## config.mk

```make
export PLATFORM = sky130hd
export DESIGN_NAME = tia_audio_opcode_writer
export DESIGN_NICKNAME = d
export VERILOG_FILES = /design/src/rtl/tia_audio_pkg.sv /design/src/rtl/tia_audio_opcode_writer.sv
export SDC_FILE = /design/constraint.sdc
export NUM_CORES = 1
export LEC_CHECK = 0
export CAP_MARGIN = 20
export CORE_MARGIN = 3
export CORE_UTILIZATION = 60
export CTS_BUF_LIST = sky130_fd_sc_hd__clkbuf_8
export CTS_CLUSTER_SIZE = 12
export DETAILED_ROUTE_END_ITERATION = 16
export PLACE_DENSITY = 0.95
export SYNTH_ARGS = -nofsm -noshare
export SYNTH_HDL_FRONTEND = slang
export SYNTH_SLANG_ARGS = --single-unit
```

## constraint.sdc

```tcl
create_clock -name clk -period 4.25 [get_ports clk]
set_input_delay 1.0625 -clock clk [delete_from_list [all_inputs] [get_ports clk]]
set_output_delay 1.0625 -clock clk [all_outputs]
set_load 0.05 [all_outputs]
```

## src/rtl/tia_audio_pkg.sv

```systemverilog
// Shared definitions for the TIA audio opcode writer: register addresses,
// opcode field layout, FSM states and the opcode pack helper.
package tia_audio_pkg;

    localparam int OPCODE_W = 20;

    localparam logic [5:0] ADDR_AUDC0 = 6'h15;
    localparam logic [5:0] ADDR_AUDC1 = 6'h16;
    localparam logic [5:0] ADDR_AUDF0 = 6'h17;
    localparam logic [5:0] ADDR_AUDF1 = 6'h18;
    localparam logic [5:0] ADDR_AUDV0 = 6'h19;
    localparam logic [5:0] ADDR_AUDV1 = 6'h1A;

    localparam int OP_CH_BIT   = 19;
    localparam int OP_AUDC_MSB = 18;
    localparam int OP_AUDC_LSB = 15;
    localparam int OP_AUDF_MSB = 14;
    localparam int OP_AUDF_LSB = 10;
    localparam int OP_AUDV_MSB = 9;
    localparam int OP_AUDV_LSB = 6;

    typedef enum logic [1:0] {
        IDLE  = 2'd0,
        ISSUE = 2'd1,
        GAP   = 2'd2
    } state_t;

    typedef enum logic [1:0] {
        FLD_AUDC = 2'd0,
        FLD_AUDF = 2'd1,
        FLD_AUDV = 2'd2
    } field_t;

    typedef struct packed {
        logic [3:0] audc;
        logic [4:0] audf;
        logic [3:0] audv;
    } chan_regs_t;

    function automatic logic [OPCODE_W-1:0] pack_opcode(
        input logic       ch,
        input logic [3:0] audc,
        input logic [4:0] audf,
        input logic [3:0] audv
    );
        logic [OPCODE_W-1:0] op;
        op                          = '0;
        op[OP_CH_BIT]               = ch;
        op[OP_AUDC_MSB:OP_AUDC_LSB] = audc;
        op[OP_AUDF_MSB:OP_AUDF_LSB] = audf;
        op[OP_AUDV_MSB:OP_AUDV_LSB] = audv;
        return op;
    endfunction

endpackage

```

## src/rtl/tia_audio_opcode_writer.sv

```systemverilog
// Shadows CPU writes to the TIA audio registers and issues per-channel opcodes round-robin.
// Latency: write sampled at edge N -> opcode_valid high after edge N+1 (FSM idle).
// Backpressure: opcode/opcode_valid held until opcode_ready; writes keep coalescing meanwhile.
module tia_audio_opcode_writer
    import tia_audio_pkg::*;
#(
    parameter int MIN_GAP = 4,
    parameter int GAP_W   = 8
) (
    input  logic                clk,
    input  logic                rst_n,
    input  logic                wr_en,
    input  logic [5:0]          wr_addr,
    input  logic [7:0]          wr_data,
    output logic [OPCODE_W-1:0] opcode,
    output logic                opcode_valid,
    input  logic                opcode_ready,
    output logic [1:0]          ch_pending
);

    localparam bit               HAS_GAP  = (MIN_GAP != 0);
    localparam logic [GAP_W-1:0] GAP_LOAD = HAS_GAP ? GAP_W'(MIN_GAP - 1) : '0;

    state_t              state_q, state_d;
    chan_regs_t          shadow_q [2];
    logic [1:0]          dirty_q, dirty_d;
    logic                last_ch_q;
    logic [OPCODE_W-1:0] opcode_q;
    logic [GAP_W-1:0]    gap_cnt_q;

    logic   wr_hit;
    logic   wr_ch;
    field_t wr_field;
    logic   sel_ch;
    logic   load;
    logic   accept;
    logic   unused_wr_bits;

    assign unused_wr_bits = &{1'b0, wr_data[7:5]};

    always_comb begin
        wr_hit   = 1'b0;
        wr_ch    = 1'b0;
        wr_field = FLD_AUDC;
        if (wr_en) begin
            case (wr_addr)
                ADDR_AUDC0: begin wr_hit = 1'b1; wr_ch = 1'b0; wr_field = FLD_AUDC; end
                ADDR_AUDC1: begin wr_hit = 1'b1; wr_ch = 1'b1; wr_field = FLD_AUDC; end
                ADDR_AUDF0: begin wr_hit = 1'b1; wr_ch = 1'b0; wr_field = FLD_AUDF; end
                ADDR_AUDF1: begin wr_hit = 1'b1; wr_ch = 1'b1; wr_field = FLD_AUDF; end
                ADDR_AUDV0: begin wr_hit = 1'b1; wr_ch = 1'b0; wr_field = FLD_AUDV; end
                ADDR_AUDV1: begin wr_hit = 1'b1; wr_ch = 1'b1; wr_field = FLD_AUDV; end
                default:    wr_hit = 1'b0;
            endcase
        end
    end

    // Tie between both channels goes to the one not issued last.
    assign sel_ch = (dirty_q == 2'b11) ? ~last_ch_q : dirty_q[1];
    assign load   = (state_q == IDLE) && (|dirty_q);
    assign accept = (state_q == ISSUE) && opcode_ready;

    always_ff @(posedge clk or negedge rst_n) begin
        if (!rst_n) begin
            state_q <= IDLE;
        end else begin
            state_q <= state_d;
        end
    end

    always_comb begin
        state_d = state_q;
        case (state_q)
            IDLE:    if (|dirty_q) state_d = ISSUE;
            ISSUE:   if (opcode_ready) state_d = HAS_GAP ? GAP : IDLE;
            GAP:     if (gap_cnt_q == '0) state_d = IDLE;
            default: state_d = IDLE;
        endcase
    end

    always_comb begin
        opcode_valid = (state_q == ISSUE);
    end

    assign opcode     = opcode_q;
    assign ch_pending = dirty_q;

    always_ff @(posedge clk or negedge rst_n) begin
        if (!rst_n) begin
            for (int i = 0; i < 2; i++) begin
                shadow_q[i] <= '0;
            end
        end else if (wr_hit) begin
            case (wr_field)
                FLD_AUDC: shadow_q[wr_ch].audc <= wr_data[3:0];
                FLD_AUDF: shadow_q[wr_ch].audf <= wr_data[4:0];
                FLD_AUDV: shadow_q[wr_ch].audv <= wr_data[3:0];
                default:  ;
            endcase
        end
    end

    // A write landing on the same edge as the load re-marks the channel dirty.
    always_comb begin
        dirty_d = dirty_q;
        if (load) begin
            dirty_d[sel_ch] = 1'b0;
        end
        if (wr_hit) begin
            dirty_d[wr_ch] = 1'b1;
        end
    end

    always_ff @(posedge clk or negedge rst_n) begin
        if (!rst_n) begin
            dirty_q   <= '0;
            last_ch_q <= 1'b1;
            opcode_q  <= '0;
        end else begin
            dirty_q <= dirty_d;
            if (load) begin
                last_ch_q <= sel_ch;
                opcode_q  <= pack_opcode(sel_ch, shadow_q[sel_ch].audc,
                                         shadow_q[sel_ch].audf, shadow_q[sel_ch].audv);
            end
        end
    end

    always_ff @(posedge clk or negedge rst_n) begin
        if (!rst_n) begin
            gap_cnt_q <= '0;
        end else if (accept && HAS_GAP) begin
            gap_cnt_q <= GAP_LOAD;
        end else if ((state_q == GAP) && (gap_cnt_q != '0)) begin
            gap_cnt_q <= gap_cnt_q - 1'b1;
        end
    end

endmodule

```

==> reports/qor.txt <==
syn avg cell area = 10.2 um2
Slew HR = 45.6%
LEAKAGE = 1.43 nW
clk_lat worst skew = 0.30 ns
P&R area growth vs syn = 16.8%
final period utilization = 85.4%
DP Cell Count = 336
Worst-path clk slew = 0.09 ns
full die area = 5250 um2
outcome = finished, final reports clean
DR pass1 iterations = 4
number of diodes = 0
final wirelength = 5670 um
Synth cell types = 51
top post-synthesis cells by count = dfrtp_1 (52), nand2_1 (36), inv_1 (22), a22oi_1 (13), a22o_1 (11)
Clock Sinks = 53
count leader, synth = dfrtp_1
min Tclk post-route = 3.63 ns
Post-synth EDFFs = 0
first-pass GRT wire length = 9400 um
FMAX = 276 MHz
Startpoint Class = input pin
WS Path Type = in -> reg
Vias = 2109
Cell Count, Final, Fillers Out = 345
fin. max-slew vios = 0
CTS tree = built
Detail Route Antenna Nets = 0
RSZ-0062 raised after global routing = false
row count = 23
Die W = 72.5 um
Top FF cell, synth = dfrtp_1
GRT Util Overall = 23.0%
Reg2Reg Setup Slack = 2.18 ns
Critical Path Fanout Max = 11
setup_tns = 0 ns
Psw = 0.845 mW
Clock Path Buffers = 2
P_int = 1.09 mW
post-layout util = 74.8%
register area share after synthesis = 50.0%
Critical Path RT = 4.44 ns
number of H-tree branching levels = 2
Placer Congestion = 0.970
cells along the critical path = clkdlybuf4s50_1, nand2_1, nor2_1, a21oi_1, nand2b_1, ha_1, nor2_1, nand3_1, a2111o_1, a22o_1
Peak VDD IR = 0.289 mV
clk_skew = 0.00657 ns
hold crit path type = reg -> reg
DRC Markers = 0
slowest cell on the critical path = clkdlybuf4s50_1
DIE HEIGHT = 72.5 um
Sw Share = 43.6%
FF+latch count, synth = 53
Initial Util = 64.0%
port bufs = 31
cts hold-fix bufs = 0
root buf cell = clkbuf_8
setup violators final = 0
routed len/inst = 16.4 um
Crit path largest cell delay = 0.70 ns
max cap viols = 0
Synth area leader = dfrtp_1
Syn Inst Count = 261
mapped cell area = 2650 um2
yosys warns = 0
vias in the first global route = 2053
initial drt markers = 207
Synth top area share = 49.1%
Sequential Power Share = 39.7%
Ports = 41
via/cell ratio = 6.11
Final Hold Viols = 0
initial antenna violation count = 0
largest net degree at the start of global routing = 54
grt ovf = 0
critical path arrival = 3.82 ns
crit path capture type = register
FFs w/ async S/R, synth = 100%
CTS buffer count = 5
Comb power frac = 45.8%
layout cells sized above 1 = 7.12%
Least-Margin Pin Slew = 0.814 ns
pwr/cell area = 625 nW/um2
Area contributors post-synth = dfrtp_1 (49%), nand2_1 (5.1%), a22oi_1 (3.7%), a22o_1 (3.6%), o2bb2ai_1 (3.3%)
Post-CTS Resized = 0
NumNets Final = 318
postcts setup bufs = 0
clock power share = 14.6%
Pwr Total = 1.94 mW
most frequent CP cell = nor2_1
worst hold margin = 0.470 ns
HPWL after detailed placement = 3940 um
Core Area = 4140 um2
[placed cells by master (no fill, tap or decap), drive strengths merged, types with 6 or more instances in the layout]
master,instances
o2bb2ai,10
nand2,36
a22o,11
dfrtp,52
nand4,6
nand3,7
o211ai,7
clkbuf,6
nor2,9
inv,23
o21ai,10
conb,6
clkdlybuf4s50,30
a22oi,13
[power groups by stage]
stage / combinational (mW) / clock [mW] / sequential (mW)
final: 0.887 / 0.282 / 0.769
after global routing: 0.963 / 0.303 / 0.788
after CTS: 0.879 / 0.284 / 0.763
after detailed placement: 0.873 / 0 / 0.773
after global placement: 0.845 / 0 / 0.766
after floorplan: 0.365 / 0 / 1.01
[cell families after synthesis]
family	count (synthesis)	synth area share [%]
simple gates	84	16.3
compound gates	75	22.8
flops	53	50.0
buf+inv	36	5.99
fa+ha+maj	5	2.36
xor+xnor	5	1.65
mux	2	0.755
other cells	1	0.141
[path summary, 6_finish.rpt]
path | end | cells past startpoint | startpoint
min in group asynchronous | gap_cnt_q[2] | 1 | rst_n
min reg2reg | opcode[18] | 2 | opcode[18]
max | register | 10 | wr_addr[0]
max reg2reg | gap_cnt_q[3] | 6 | gap_cnt_q[0]
max in group asynchronous | last_ch_q | 2 | rst_n
min | opcode[18] | 2 | opcode[18]
[layer usage]
metal	vias up	track usage, %	wire [um]
met3	16	4.99	335
li1	1010	-	-
met4	0	10.9	123
met5	-	0	0
met2	89	36.3	2770
met1	994	30.3	2440
[stage by stage]
stage	instance area, um2	worst slack (ns)
3_5_place_dp	2980	0.365
2_1_floorplan	2670	1.08
3_3_place_gp	2980	0.431
5_1_grt	3100	0.488
6_report	3100	0.622
4_1_cts	3070	0.683
[area by class of cell]
| type | count | area (um2) |
|---|---|---|
| inverters | 23 | 86.3 |
| clock inverters | 1 | 7.51 |
| flip-flops and latches | 53 | 1330 |
| fillers | 293 | 1040 |
| well taps | 50 | 62.6 |
| clock buffers | 6 | 82.6 |
| repair buffers | 35 | 348 |
| multi-input cells | 177 | 1180 |
[critical path: cells and delay by family]
kind / cells / cell delay (ns)
simple gates: 5 / 0.92
compound gates: 3 / 0.74
buf+inv: 1 / 0.70
fa+ha+maj: 1 / 0.39
No activity file was read; power rests on OpenSTA's default activity.
